## config.mk

```make
export PLATFORM = sky130hd
export DESIGN_NAME = arp_cache_flat
export DESIGN_NICKNAME = d
export VERILOG_FILES = /design/src/rtl/arp_cache_if.sv /design/src/rtl/arp_cache.sv /design/src/flat_wrapper.sv
export SDC_FILE = /design/constraint.sdc
export NUM_CORES = 1
export LEC_CHECK = 0
export ABC_AREA = 1
export BUFFER_PORTS_ARGS = -buffer_cell sky130_fd_sc_hd__buf_4
export CAP_MARGIN = 30
export CELL_PAD_IN_SITES_DETAIL_PLACEMENT = 2
export CELL_PAD_IN_SITES_GLOBAL_PLACEMENT = 2
export CORE_ASPECT_RATIO = 1.25
export CORE_MARGIN = 4
export CORE_UTILIZATION = 32
export DETAILED_ROUTE_END_ITERATION = 12
export GPL_TIMING_DRIVEN = 0
export PLACE_DENSITY_LB_ADDON = 0.1
export SYNTH_ARGS = -nofsm -noshare
export SYNTH_HDL_FRONTEND = slang
export SYNTH_SLANG_ARGS = --single-unit
export TNS_END_PERCENT = 50
```

## constraint.sdc

```tcl
create_clock -name clk -period 6.5 [get_ports clk]
set_input_delay 0.65 -clock clk [delete_from_list [all_inputs] [get_ports clk]]
set_output_delay 0.65 -clock clk [all_outputs]
set_load 0.005 [all_outputs]
```

## src/rtl/arp_cache_if.sv

```systemverilog
// Bundle of lookup, learning, ageing and ARP-transmit signals between
// the user/UDP side (master) and the ARP cache (slave).
interface arp_cache_if;
  logic        upd_valid;
  logic [31:0] upd_ip;
  logic [47:0] upd_mac;
  logic        lkp_req;
  logic [31:0] lkp_ip;
  logic        lkp_done;
  logic        lkp_hit;
  logic [47:0] lkp_mac;
  logic        busy;
  logic        arp_tx_en;
  logic        arp_tx_type;
  logic [31:0] des_ip;
  logic [47:0] des_mac;
  logic        arp_tx_done;
  logic        age_tick;

  modport slave (
    input  upd_valid, upd_ip, upd_mac, lkp_req, lkp_ip, arp_tx_done, age_tick,
    output lkp_done, lkp_hit, lkp_mac, busy, arp_tx_en, arp_tx_type, des_ip, des_mac
  );

  modport master (
    output upd_valid, upd_ip, upd_mac, lkp_req, lkp_ip, arp_tx_done, age_tick,
    input  lkp_done, lkp_hit, lkp_mac, busy, arp_tx_en, arp_tx_type, des_ip, des_mac
  );
endinterface

```

## src/rtl/arp_cache.sv

```systemverilog
// IP->MAC resolution cache: learns bindings from received ARP frames, ages them
// out, and resolves lookups either from the table or by issuing ARP requests.
module arp_cache #(
  parameter int ENTRIES        = 4,
  parameter int TIMEOUT_CYCLES = 125000,
  parameter int MAX_TRY        = 3,
  parameter int AGE_MAX        = 255
) (
  input  logic                           clk,
  input  logic                           rst,
  arp_cache_if.slave                     bus,
  output logic [$clog2(ENTRIES+1)-1:0]   entry_cnt
);
  localparam int IW = $clog2(ENTRIES);
  localparam int CW = $clog2(ENTRIES+1);
  localparam int TW = (TIMEOUT_CYCLES > 1) ? $clog2(TIMEOUT_CYCLES) : 1;
  localparam int RW = $clog2(MAX_TRY+1);

  localparam logic [2:0] S_IDLE     = 3'd0;
  localparam logic [2:0] S_SEARCH   = 3'd1;
  localparam logic [2:0] S_REQ      = 3'd2;
  localparam logic [2:0] S_WAIT_TX  = 3'd3;
  localparam logic [2:0] S_WAIT_RSP = 3'd4;
  localparam logic [2:0] S_DONE     = 3'd5;

  typedef struct packed {
    logic        valid;
    logic [31:0] ip;
    logic [47:0] mac;
    logic [7:0]  age;
  } entry_t;

  entry_t          tab [ENTRIES];
  logic [2:0]      state;
  logic [31:0]     lip;
  logic [TW-1:0]   timer;
  logic [RW-1:0]   tries;
  logic            hit_r;
  logic [47:0]     mac_r;
  logic [31:0]     des_ip_q;
  logic [47:0]     des_mac_q;

  // Write slot for a learned binding: refresh existing, else first free, else oldest.
  logic            upd_hit, upd_free;
  logic [IW-1:0]   upd_hit_idx, free_idx, old_idx, wr_idx;
  logic [7:0]      old_age;
  always_comb begin
    upd_hit     = 1'b0;
    upd_hit_idx = '0;
    upd_free    = 1'b0;
    free_idx    = '0;
    old_idx     = '0;
    old_age     = tab[0].age;
    for (int i = ENTRIES-1; i >= 0; i--) begin
      if (tab[i].valid && tab[i].ip == bus.upd_ip) begin
        upd_hit     = 1'b1;
        upd_hit_idx = IW'(i);
      end
      if (!tab[i].valid) begin
        upd_free = 1'b1;
        free_idx = IW'(i);
      end
    end
    for (int i = 1; i < ENTRIES; i++) begin
      if (tab[i].age > old_age) begin
        old_age = tab[i].age;
        old_idx = IW'(i);
      end
    end
    wr_idx = upd_hit ? upd_hit_idx : (upd_free ? free_idx : old_idx);
  end

  logic        tab_hit, rsp_match;
  logic [47:0] tab_mac;
  always_comb begin
    tab_hit = 1'b0;
    tab_mac = '0;
    for (int i = ENTRIES-1; i >= 0; i--) begin
      if (tab[i].valid && tab[i].ip == lip) begin
        tab_hit = 1'b1;
        tab_mac = tab[i].mac;
      end
    end
  end
  assign rsp_match = bus.upd_valid && (bus.upd_ip == lip);

  always_comb begin
    entry_cnt = '0;
    for (int i = 0; i < ENTRIES; i++) entry_cnt = entry_cnt + CW'(tab[i].valid);
  end

  // A freshly written entry takes age 0 even when a tick lands on the same edge.
  always_ff @(posedge clk) begin
    if (!rst) begin
      for (int i = 0; i < ENTRIES; i++) tab[i] <= '0;
    end else begin
      for (int i = 0; i < ENTRIES; i++) begin
        if (bus.upd_valid && wr_idx == IW'(i)) begin
          tab[i] <= '{valid: 1'b1, ip: bus.upd_ip, mac: bus.upd_mac, age: 8'd0};
        end else if (bus.age_tick && tab[i].valid) begin
          tab[i].age <= tab[i].age + 8'd1;
          if (tab[i].age == 8'(AGE_MAX-1)) tab[i].valid <= 1'b0;
        end
      end
    end
  end

  always_ff @(posedge clk) begin
    if (!rst) begin
      state     <= S_IDLE;
      lip       <= '0;
      timer     <= '0;
      tries     <= '0;
      hit_r     <= 1'b0;
      mac_r     <= '0;
      des_ip_q  <= '0;
      des_mac_q <= '0;
    end else begin
      case (state)
        S_IDLE: if (bus.lkp_req) begin
          lip   <= bus.lkp_ip;
          state <= S_SEARCH;
        end
        S_SEARCH: begin
          if (rsp_match) begin
            hit_r <= 1'b1;
            mac_r <= bus.upd_mac;
            state <= S_DONE;
          end else if (tab_hit) begin
            hit_r <= 1'b1;
            mac_r <= tab_mac;
            state <= S_DONE;
          end else begin
            hit_r     <= 1'b0;
            mac_r     <= '0;
            tries     <= RW'(1);
            des_ip_q  <= lip;
            des_mac_q <= '1;
            state     <= S_REQ;
          end
        end
        S_REQ: state <= S_WAIT_TX;
        S_WAIT_TX: begin
          if (rsp_match) begin
            hit_r <= 1'b1;
            mac_r <= bus.upd_mac;
            state <= S_DONE;
          end else if (bus.arp_tx_done) begin
            timer <= '0;
            state <= S_WAIT_RSP;
          end
        end
        S_WAIT_RSP: begin
          if (rsp_match) begin
            hit_r <= 1'b1;
            mac_r <= bus.upd_mac;
            state <= S_DONE;
          end else if (timer == TW'(TIMEOUT_CYCLES-1)) begin
            if (tries < RW'(MAX_TRY)) begin
              tries <= tries + RW'(1);
              state <= S_REQ;
            end else begin
              state <= S_DONE;
            end
          end else begin
            timer <= timer + TW'(1);
          end
        end
        S_DONE:  state <= S_IDLE;
        default: state <= S_IDLE;
      endcase
    end
  end

  assign bus.busy        = (state != S_IDLE);
  assign bus.lkp_done    = (state == S_DONE);
  assign bus.lkp_hit     = (state == S_DONE) && hit_r;
  assign bus.lkp_mac     = ((state == S_DONE) && hit_r) ? mac_r : '0;
  assign bus.arp_tx_en   = (state == S_REQ);
  assign bus.arp_tx_type = 1'b0;
  assign bus.des_ip      = des_ip_q;
  assign bus.des_mac     = des_mac_q;
endmodule
```

## src/flat_wrapper.sv

```systemverilog
// flat-port wrapper written by rule: the top's interface ports become plain ports
module arp_cache_flat 
#(
  parameter int ENTRIES        = 4,
  parameter int TIMEOUT_CYCLES = 125000,
  parameter int MAX_TRY        = 3,
  parameter int AGE_MAX        = 255
)
  (clk, rst, entry_cnt, bus_upd_valid, bus_upd_ip, bus_upd_mac, bus_lkp_req, bus_lkp_ip, bus_arp_tx_done, bus_age_tick, bus_lkp_done, bus_lkp_hit, bus_lkp_mac, bus_busy, bus_arp_tx_en, bus_arp_tx_type, bus_des_ip, bus_des_mac);
  arp_cache_if bus_i ();
  input  logic clk;
  input  logic rst;
  output logic [$clog2(ENTRIES+1)-1:0] entry_cnt;
  input wire logic [$bits(bus_i.upd_valid)-1:0] bus_upd_valid;
  input wire logic [$bits(bus_i.upd_ip)-1:0] bus_upd_ip;
  input wire logic [$bits(bus_i.upd_mac)-1:0] bus_upd_mac;
  input wire logic [$bits(bus_i.lkp_req)-1:0] bus_lkp_req;
  input wire logic [$bits(bus_i.lkp_ip)-1:0] bus_lkp_ip;
  input wire logic [$bits(bus_i.arp_tx_done)-1:0] bus_arp_tx_done;
  input wire logic [$bits(bus_i.age_tick)-1:0] bus_age_tick;
  output wire logic [$bits(bus_i.lkp_done)-1:0] bus_lkp_done;
  output wire logic [$bits(bus_i.lkp_hit)-1:0] bus_lkp_hit;
  output wire logic [$bits(bus_i.lkp_mac)-1:0] bus_lkp_mac;
  output wire logic [$bits(bus_i.busy)-1:0] bus_busy;
  output wire logic [$bits(bus_i.arp_tx_en)-1:0] bus_arp_tx_en;
  output wire logic [$bits(bus_i.arp_tx_type)-1:0] bus_arp_tx_type;
  output wire logic [$bits(bus_i.des_ip)-1:0] bus_des_ip;
  output wire logic [$bits(bus_i.des_mac)-1:0] bus_des_mac;
  assign bus_i.upd_valid = bus_upd_valid;
  assign bus_i.upd_ip = bus_upd_ip;
  assign bus_i.upd_mac = bus_upd_mac;
  assign bus_i.lkp_req = bus_lkp_req;
  assign bus_i.lkp_ip = bus_lkp_ip;
  assign bus_i.arp_tx_done = bus_arp_tx_done;
  assign bus_i.age_tick = bus_age_tick;
  assign bus_lkp_done = bus_i.lkp_done;
  assign bus_lkp_hit = bus_i.lkp_hit;
  assign bus_lkp_mac = bus_i.lkp_mac;
  assign bus_busy = bus_i.busy;
  assign bus_arp_tx_en = bus_i.arp_tx_en;
  assign bus_arp_tx_type = bus_i.arp_tx_type;
  assign bus_des_ip = bus_i.des_ip;
  assign bus_des_mac = bus_i.des_mac;
  arp_cache #(.ENTRIES(ENTRIES), .TIMEOUT_CYCLES(TIMEOUT_CYCLES), .MAX_TRY(MAX_TRY), .AGE_MAX(AGE_MAX)) u_core (.clk(clk), .rst(rst), .bus(bus_i), .entry_cnt(entry_cnt));
endmodule
```

* Yosys cells after proc, flatten, opt, wreduce, memory -nomap -nowiden *
Memories as Yosys holds them, arrays and structs flattened.
Index checks and enable logic that the tools add are counted.

storage, ports and cells
  flip-flop bits (word level) = 136
  bits in latches = 0
  RAM bits = 356
  bits in read-only memories = 0
  input port bits = 118
  output and inout port bits = 136
  logic and storage cells = 222
  memories kept = 1

memories
  name        words  width  read ports  clocked after memory_dff  write ports  line             RTL
  u_core.tab  4      89     4           0                         4            arp_cache.sv:33  entry_t tab [ENTRIES];

cells by class
  $add $sub $neg = 9
  multipliers = 0
  div/mod/pow operators = 0
  order comparisons = 4
  eq/ne operators = 34
  shifts and indexed selects = 0
  mux-type cells = 121
  bitwise gates (word level) = 14
  reductions and logical operators = 31

operator list
  operator                                                                 count
  48-bit two-way mux                                                       8
  89-bit two-way mux                                                       4
  32-bit equality test                                                     9
  48-bit case mux with 2 select lines                                      1
  1-bit two-way mux                                                        69
  17-bit two-way mux                                                       4
  8-bit two-way mux                                                        6
  2-bit two-way mux                                                        17
  17-bit case mux with 2 select lines                                      1
  8-bit by 1-bit adder with 8-bit output, second input constant            4
  8-bit equality test, second input constant                               4
  8-bit greater-than comparator                                            3
  3-bit two-way mux                                                        8
  1-bit logical AND                                                        18
  17-bit by 1-bit adder with 17-bit output, second input constant          1
  17-bit equality test, second input constant                              1
  3-bit case mux with 5 select lines                                       1
  2-bit inequality test, second input constant                             7
  1-bit bitwise OR                                                         12
  3-bit by 1-bit adder with 3-bit output                                   2
  3-bit by 2-bit equality test with 1-bit output, second input constant    2
  3-bit equality test, second input constant                               2
  2-bit by 1-bit inequality test with 1-bit output, second input constant  3
  3-bit AND reduction                                                      2
  other kinds (19)                                                         24

* Depth between registers and ports, before layout *
Gate-level depths: netlist (run 1).
An unclocked memory read counts as a cell.

  word-level depth = 16
  mapped depth = 38
  depth with buffers taken out = 38

* Least setup slack after synthesis (run 1) *
OpenSTA, ideal clock, no wires.

  path kind = flip-flop to flip-flop
  from = mem u_core.tab[0][90] in the netlist's numbering
  to = mem u_core.tab[0][267] in the netlist's numbering, enable pin
  library setup time = 0.329 ns
  arrival time = 6.133 ns
  required time = 6.171 ns
  slack = 0.037 ns
  stages on the path, launching flop included = 37
  buffers on the path = 2
  clock period less this slack = 6.463 ns
  path through = edfxtp_1 -> ha_1 -> inv_1 -> o21bai_1 -> nand2_1 -> nand2_1 -> nand2_1 -> a21oi_1 -> clkbuf_1 -> nand2_1 -> o21ai_0 -> ha_1 -> inv_1 -> nor2_1 -> o21ai_0 -> nand2_1 -> nand2_1 -> nand2_1 -> nand2_1 -> clkbuf_1 -> o21ai_0 -> ha_1 -> inv_1 -> o21bai_1 -> nand2_1 -> nand2_1 -> nand2_1 -> nand2_1 -> nand2_1 -> nand3_1 -> nand2_1 -> nand3_1 -> and2_1 -> nand2_1 -> nand2_1 -> inv_1 -> nand2_1

RTL lines
  what         line
  from (decl)  arp_cache.sv:33

==> insert_results.sql, run 1 <==
INSERT INTO impl_metrics (metric_group, metric, value, unit) VALUES
('synth', 'syn_nets', '4078', ''),
('grt', 'met1_usage', '0.320', ''),
('routing', 'vias', '28017', ''),
('grt', 'globalRouteTotalUtil', '0.282', ''),
('clocking', 'total_of_hold_buffers_inserted_after_clock_tree_synthesis', '0', ''),
('floorplan', 'total_die_area', '0.0954', 'mm2'),
('power_and_ir_drop', 'fin_total_pwr', '0.00991', 'W'),
('clocking', 'cts.reportedPaths.clkPinSlew', '0.06', 'ns'),
('placement', 'placement.io_buffers', '235', ''),
('finish', 'area_growth_syn_to_fin', '19.1', '%'),
('clocking', 'cts_buffer_count', '57', ''),
('synth', 'synth-seq-area-share', '0.463', ''),
('placement', 'dp_cell_count', '5352', ''),
('critical_path', 'cpMaxStageDelayCell', 'edfxtp_1', ''),
('worst_hold_path', 'holdCritStartpoint', 'bus_lkp_ip[14]', ''),
('sta', 'tightestPinTransition', '1.22', 'ns'),
('sta', 'hold_ws', '0.271', 'ns'),
('synth', 'ys_dominant_reg_cell', 'edfxtp_1', ''),
('power_and_ir_drop', 'seq_power_share', '0.399', ''),
('placement', 'gp_congestion', '0.929', ''),
('clocking', 'clock-sinks', '492', ''),
('synth', 'synthArstFlopShare', '0', ''),
('power_and_ir_drop', 'cellLeakagePower', '15.9', 'nW'),
('power_and_ir_drop', 'comb_power_share', '0.254', ''),
('critical_path', 'timing.critical_path.required', '6.81', 'ns'),
('synth', 'ys_types', '45', ''),
('critical_path', 'cp_data_arrival_time', '6.18', 'ns'),
('clocking', 'cts_max_level', '2', ''),
('synth', 'combined_area_of_all_synthesized_cells', '0.0290', 'mm2'),
('synth', 'synth.avg_cell_area', '7.38', 'um2'),
('floorplan', 'dieHeight', '344', 'um'),
('critical_path', 'worst_setup_path_start_kind', 'register', ''),
('critical_path', 'crit_path_max_fanout', '50', ''),
('floorplan', 'design.core.area', '0.0899', 'mm2'),
('synth', 'synth_largest_type_area_fraction', '0.369', ''),
('grt', 'wire_length_of_the_first_global_routing_pass', '198', 'mm'),
('run_status', 'result_of_the_run', 'completed', ''),
('synth', 'ys.warnings.count', '0', ''),
('synth', 'syn_inst', '3923', ''),
('clocking', 'clock_tree_from_tritoncts', 'yes', ''),
('critical_path', 'worst_path_largest_cell_delay', '0.47', 'ns'),
('power_and_ir_drop', 'switching_power', '0.00346', 'W'),
('finish', 'final-instance-count-excl-fill', '5470', ''),
('power_and_ir_drop', 'power_frac_clock', '0.346', ''),
('synth', 'netlist_top_cells_count', 'nand2_1, nor2_1, inv_1, edfxtp_1, o21ai_0', ''),
('sta', 'final.setup_skew', '0.0292', 'ns'),
('grt', 'grt-busiest-layer', 'met2', ''),
('floorplan', 'num_io_pins', '254', ''),
('finish', 'fillers', '10665', ''),
('sta', 'finalMaxSlewViolations', '0', ''),
('job', 'max_cap_viol_count', '0', ''),
('sta', 'max_clock_freq', '170', 'MHz'),
('routing', 'remaining_drcs', '0', ''),
('routing', 'drt-vias-per-instance', '5.12', ''),
('sta', 'timing.setup.tns', '0', 'ns'),
('synth', 'synth_enable_flop_cells', '356', ''),
('finish', 'drive_above_1_share', '0.136', ''),
('power_and_ir_drop', 'cellPowerDensity', '288', 'mW/mm2'),
('sta', 'report.final.hold_viol_count', '0', ''),
('routing', 'firstDrtPassIters', '5', ''),
('grt', 'grt_pass1_vias', '29594', ''),
('routing', 'drtIter0Drc', '1785', ''),
('grt', 'grt_remaining_overflow', '0', ''),
('critical_path', 'critical-path-top-cell-by-count', 'nand2_1', ''),
('sta', 'setup_viol', '0', ''),
('placement', 'total_cell_area_at_the_placement_stage', '0.0324', 'mm2'),
('clocking', 'clk-insertion-delay-late', '0.67', 'ns'),
('critical_path', 'r2r-start', 'u_core.tab[0][96]', ''),
('power_and_ir_drop', 'switching_share', '0.349', ''),
('grt', 'maximum_number_of_pins_on_one_net_before_global_route_repair', '51', ''),
('synth', 'synthMostInstantiatedCell', 'nand2_1', '');
[metrics by stage]
step	util	setup WS [ns]
floorplan	-	0.0374
global placement	0.358	-2.71
detailed placement	0.360	0.0766
CTS	0.382	0.0351
global route	0.384	-0.0132
finish	0.384	0.629
[critical path, delay by kind of cell (launching register included)]
family | cells | cell delay, ns
AO/OA/AOI/OAI | 5 | 0.79
buffers and inverters | 6 | 1.02
AND/OR/NAND/NOR | 21 | 2.07
flip-flops | 1 | 0.47
adder cells (fa/ha/maj) | 3 | 0.98
[timing repair]
item | CTS | global route
resized for setup | 0 | 16
endpoints found under the setup margin | 0 | 617
setup buffers | 0 | 4
hold endpoints to repair | 0 | 0
[registers in the layout (all words and copies together), names as in the netlist]
name,flops
u_core.bus.des_ip,32
u_core.bus.des_mac,1
u_core.hit_r,1
u_core.lip,32
u_core.mac_r,48
u_core.state,3
u_core.tab,356
u_core.timer,17
u_core.tries,2
[layer usage]
metal  vias up  part of all wire
met5         -                 0
met4         0             0.053
met3       232             0.038
met2       610              0.52
met1     14135              0.39
li1      13040                 -
[cells by family (layout without fill, tap and decap cells)]
kind of cell,count (synthesis),in the layout,synth area share
simple gates,2249,2252,0.318
buf+inv,669,1024,0.103
fa+ha+maj,37,37,0.0163
compound gates,358,358,0.0638
xor+xnor,117,117,0.0354
other cells,1,3,0.000130
flops,492,492,0.463
[cell usage in the layout (no fill, tap or decap), types with 5 or more instances in the layout]
master	count
o21a_1	5
clkinv_1	10
buf_4	292
ha_1	36
nand4_1	83
nand3b_1	10
nor3_1	38
nand2_2	7
nor2_1	745
buf_6	22
a21oi_1	144
nand2_1	1109
or2_2	37
edfxtp_1	356
dfxtp_1	135
buf_2	78
buf_1	8
clkbuf_8	14
o21ai_0	188
inv_2	18
clkinv_2	11
xnor2_1	70
nor4_1	6
o22ai_1	7
nand3_1	171
or2_1	16
nor3b_1	7
clkbuf_16	58
clkbuf_2	9
xor2_1	47
inv_1	429
clkbuf_1	58
[power groups by stage]
| stage | Combinational, W | Clock [W] | Sequential [W] |
|---|---|---|---|
| after floorplan | 0.00138 | 0 | 0.00392 |
| after global placement | 0.00243 | 0 | 0.00403 |
| after detailed placement | 0.00249 | 0 | 0.00402 |
| after CTS | 0.00251 | 0.00349 | 0.00396 |
| after global routing | 0.00275 | 0.00361 | 0.00400 |
| final | 0.00252 | 0.00343 | 0.00396 |
[worst paths after layout]
path | to | slack, ns | depth (start not counted)
setup reg to reg | u_core.tab[0][48] | 0.63 | 35
setup / recovery | u_core.tab[0][48] | 0.63 | 35
hold / removal | u_core.lip[14] | 0.27 | 3
hold reg to reg | u_core.timer[16] | 0.50 | 2
[cell type report]
cell class,instances,area share
inverters,455,0.0497
plain buffers,214,0.0371
clock buffers,86,0.0486
clock inverters,22,0.00733
well taps,1187,0.0431
flip-flops and latches,492,0.389
diodes,2,0.000145
repair buffers,247,0.0576
multi-input cells,2765,0.367
Note: power is estimated with default switching activity, not from simulation.
==> run 2: changes to the inputs <==
--- a/config.mk
+++ b/config.mk
@@ -8,3 +8,3 @@
 export ABC_AREA = 1
-export BUFFER_PORTS_ARGS = -buffer_cell sky130_fd_sc_hd__buf_4
+export BUFFER_PORTS_ARGS = -buffer_cell sky130_fd_sc_hd__buf_2
 export CAP_MARGIN = 30
--- a/constraint.sdc
+++ b/constraint.sdc
@@ -3,2 +3,2 @@
 set_output_delay 0.65 -clock clk [all_outputs]
-set_load 0.005 [all_outputs]
+set_load 0.1 [all_outputs]
==> insert_results.sql, run 2 (synthesis gave the netlist of run 1 again) <==
INSERT INTO impl_metrics (metric_group, metric, value, unit) VALUES
('floorplan', 'design.core.area', '0.0899', 'mm2'),
('job', 'max_cap_viol_count', '0', ''),
('critical_path', 'crit_path_max_fanout', '10', ''),
('routing', 'postRouteWirelength', '137', 'mm'),
('clocking', 'cts_buffer_count', '57', ''),
('critical_path', 'r2r-start', 'u_core.tab[0][96]', ''),
('grt', 'globalRouteTotalUtil', '0.279', ''),
('critical_path', 'critical-path-top-delay-family', 'simple AND/OR/NAND/NOR gates', ''),
('routing', 'remaining_drcs', '0', ''),
('run_status', 'result_of_the_run', 'completed', ''),
('routing', 'vias', '27741', ''),
('floorplan', 'num_io_pins', '254', ''),
('clocking', 'clock-sinks', '492', ''),
('worst_hold_path', 'worst_min_delay_path_category', 'in -> reg', ''),
('sta', 'report.final.hold_viol_count', '0', ''),
('routing', 'drtIter0Drc', '1518', ''),
('floorplan', 'total_die_area', '0.0954', 'mm2'),
('sta', 'final.min_clock_period', '5.77', 'ns'),
('power_and_ir_drop', 'peakVddDrop', '215', 'uV'),
('sta', 'max_clock_freq', '173', 'MHz'),
('sta', 'final.setup_skew', '0.0313', 'ns'),
('floorplan', 'start_util', '0.322', ''),
('clocking', 'clock-root-buffer', 'clkbuf_16', ''),
('placement', 'place_hpwl', '109', 'mm'),
('placement', 'placement.io_buffers', '235', ''),
('routing', 'firstDrtPassIters', '7', ''),
('power_and_ir_drop', 'seq_power_share', '0.373', ''),
('critical_path', 'timing.critical_path.required', '6.98', 'ns'),
('critical_path', 'worst_setup_path_start_kind', 'register', ''),
('clocking', 'total_of_hold_buffers_inserted_after_clock_tree_synthesis', '0', ''),
('finish', 'reg_top3', 'u_core.tab x356, u_core.mac_r x48', ''),
('critical_path', 'worst_path_largest_cell_delay', '0.50', 'ns'),
('power_and_ir_drop', 'comb_power_share', '0.312', ''),
('finish', 'largest_register_ff_count', '356', ''),
('routing', 'drt-vias-per-instance', '5.07', ''),
('finish', 'post_route_utilization', '0.376', ''),
('routing', 'drt_antenna_net_count', '0', ''),
('clocking', 'clock_tree_from_tritoncts', 'yes', ''),
('floorplan', 'dieHeight', '344', 'um'),
('critical_path', 'critPathBufInv', '6', ''),
('clocking', 'cts-root-to-sink-buffers', '3', ''),
('placement', 'total_cell_area_at_the_placement_stage', '0.0318', 'mm2'),
('power_and_ir_drop', 'switching_share', '0.404', ''),
('power_and_ir_drop', 'cellPowerDensity', '314', 'mW/mm2'),
('critical_path', 'cpMaxStageDelayCell', 'nand3_2', ''),
('placement', 'gp_congestion', '0.945', ''),
('finish', 'area_growth_syn_to_fin', '16.7', '%'),
('clocking', 'postCtsSetupBuffers', '0', ''),
('sta', 'setup_viol', '0', ''),
('grt', 'maximum_number_of_pins_on_one_net_before_global_route_repair', '51', ''),
('sta', 'finalMaxSlewViolations', '0', ''),
('grt', 'grt_remaining_overflow', '0', ''),
('sta', 'timing.setup.tns', '0', 'ns'),
('finish', 'final_nets', '4381', ''),
('clocking', 'clk-insertion-delay-late', '0.67', 'ns'),
('power_and_ir_drop', 'power_frac_clock', '0.316', ''),
('grt', 'wire_length_of_the_first_global_routing_pass', '196', 'mm'),
('power_and_ir_drop', 'switching_power', '0.00428', 'W'),
('critical_path', 'worst_setup_path_end_kind', 'register', ''),
('sta', 'timing.max_slew.rel_slack', '0.353', ''),
('critical_path', 'critical-path-top-cell-by-count', 'nand2_1', ''),
('critical_path', 'worst_setup_path_startpoint', 'u_core.tab[0][96]', ''),
('finish', 'drive_above_1_share', '0.135', ''),
('grt', 'grt_pass1_vias', '29498', ''),
('sta', 'setup_repair_after_global_routing_missed_its_margin', 'no', ''),
('finish', 'fillers', '10749', ''),
('floorplan', 'die_width', '277', 'um'),
('sta', 'tightestPinTransition', '0.971', 'ns'),
('power_and_ir_drop', 'cellLeakagePower', '15.7', 'nW'),
('floorplan', 'floorplan.rows', '123', ''),
('sta', 'fin_crit_sh', '0.887', ''),
('worst_hold_path', 'holdCritStartpoint', 'bus_lkp_ip[16]', ''),
('power_and_ir_drop', 'cellInternalPower', '0.00633', 'W'),
('finish', 'final_area', '0.0338', 'mm2'),
('grt', 'initial_antenna_violation_count', '8', ''),
('finish', 'register_name_with_the_most_flops', 'u_core.tab', ''),
('clocking', 'cts_max_level', '2', ''),
('clocking', 'cts.reportedPaths.clkPinSlew', '0.06', 'ns'),
('finish', 'most-common-layout-cells', 'nand2_1, nor2_1, inv_1, edfxtp_1, buf_2', ''),
('finish', 'layout.cells.most_common', 'nand2_1', ''),
('critical_path', 'worstSetupPathType', 'reg -> reg', ''),
('routing', 'wire_per_inst', '25.1', 'um'),
('critical_path', 'cp_data_arrival_time', '6.25', 'ns');
==> run 2: what timing repair did <==
item	4_1_cts	5_1_grt
endpoints found under the setup margin	43	536
gates resized for setup	1	16
pin swaps	0	2
gates cloned	0	3
==> run 2: cell type report <==
cell class	instances	area, um2	area share
flip-flops and latches	492	13400	0.397
multi-input cells	2764	12600	0.374
inverters	455	1720	0.0509
clock buffers	85	1660	0.0492
well taps	1187	1490	0.0439
repair buffers	242	1340	0.0397
plain buffers	214	1280	0.0379
clock inverters	23	231	0.00685
diodes	5	12.5	0.000370
==> run 2: path summary, 6_finish.rpt <==
kind	slack [ns]	cells after the start	to
max	0.73	33	u_core.tab[0][355]
min	0.29	3	u_core.lip[16]
min reg2reg	0.51	2	u_core.timer[5]
max reg2reg	0.73	33	u_core.tab[0][355]
==> run 2: power groups by stage <==
stage	Combinational (W)	Sequential (W)	Clock, W
6_report	0.00331	0.00395	0.00335
5_1_grt	0.00354	0.00399	0.00354
4_1_cts	0.00331	0.00395	0.00342
3_5_place_dp	0.00329	0.00401	0
3_3_place_gp	0.00323	0.00402	0
2_1_floorplan	0.00192	0.00427	0
==> run 2: per-stage QoR <==
step	worst slack, ns	hold slack [ns]	instances	power [W]
6_report	0.732	0.291	5467	0.0106
5_1_grt	0.0819	0.292	5463	0.0111
4_1_cts	0.0144	0.255	5459	0.0107
3_5_place_dp	0.0270	0.496	5351	0.00730
3_3_place_gp	-2.70	0.489	5345	0.00725
2_1_floorplan	0.0374	0.464	3923	0.00618
==> run 2: routing by layer <==
metal  part of all wire  global-route usage  vias to the layer above
met4              0.054               0.126                        0
met2               0.52               0.528                      593
met3              0.033              0.0265                      221
met1               0.39               0.318                    13916
li1                   -                   -                    13011
met5                  0                   0                        -
==> run 2: worst min-delay path, stage by stage <==
cell and delay, ns:
buf_2 0.07, o21ai_0 0.07, a21oi_1 0.11
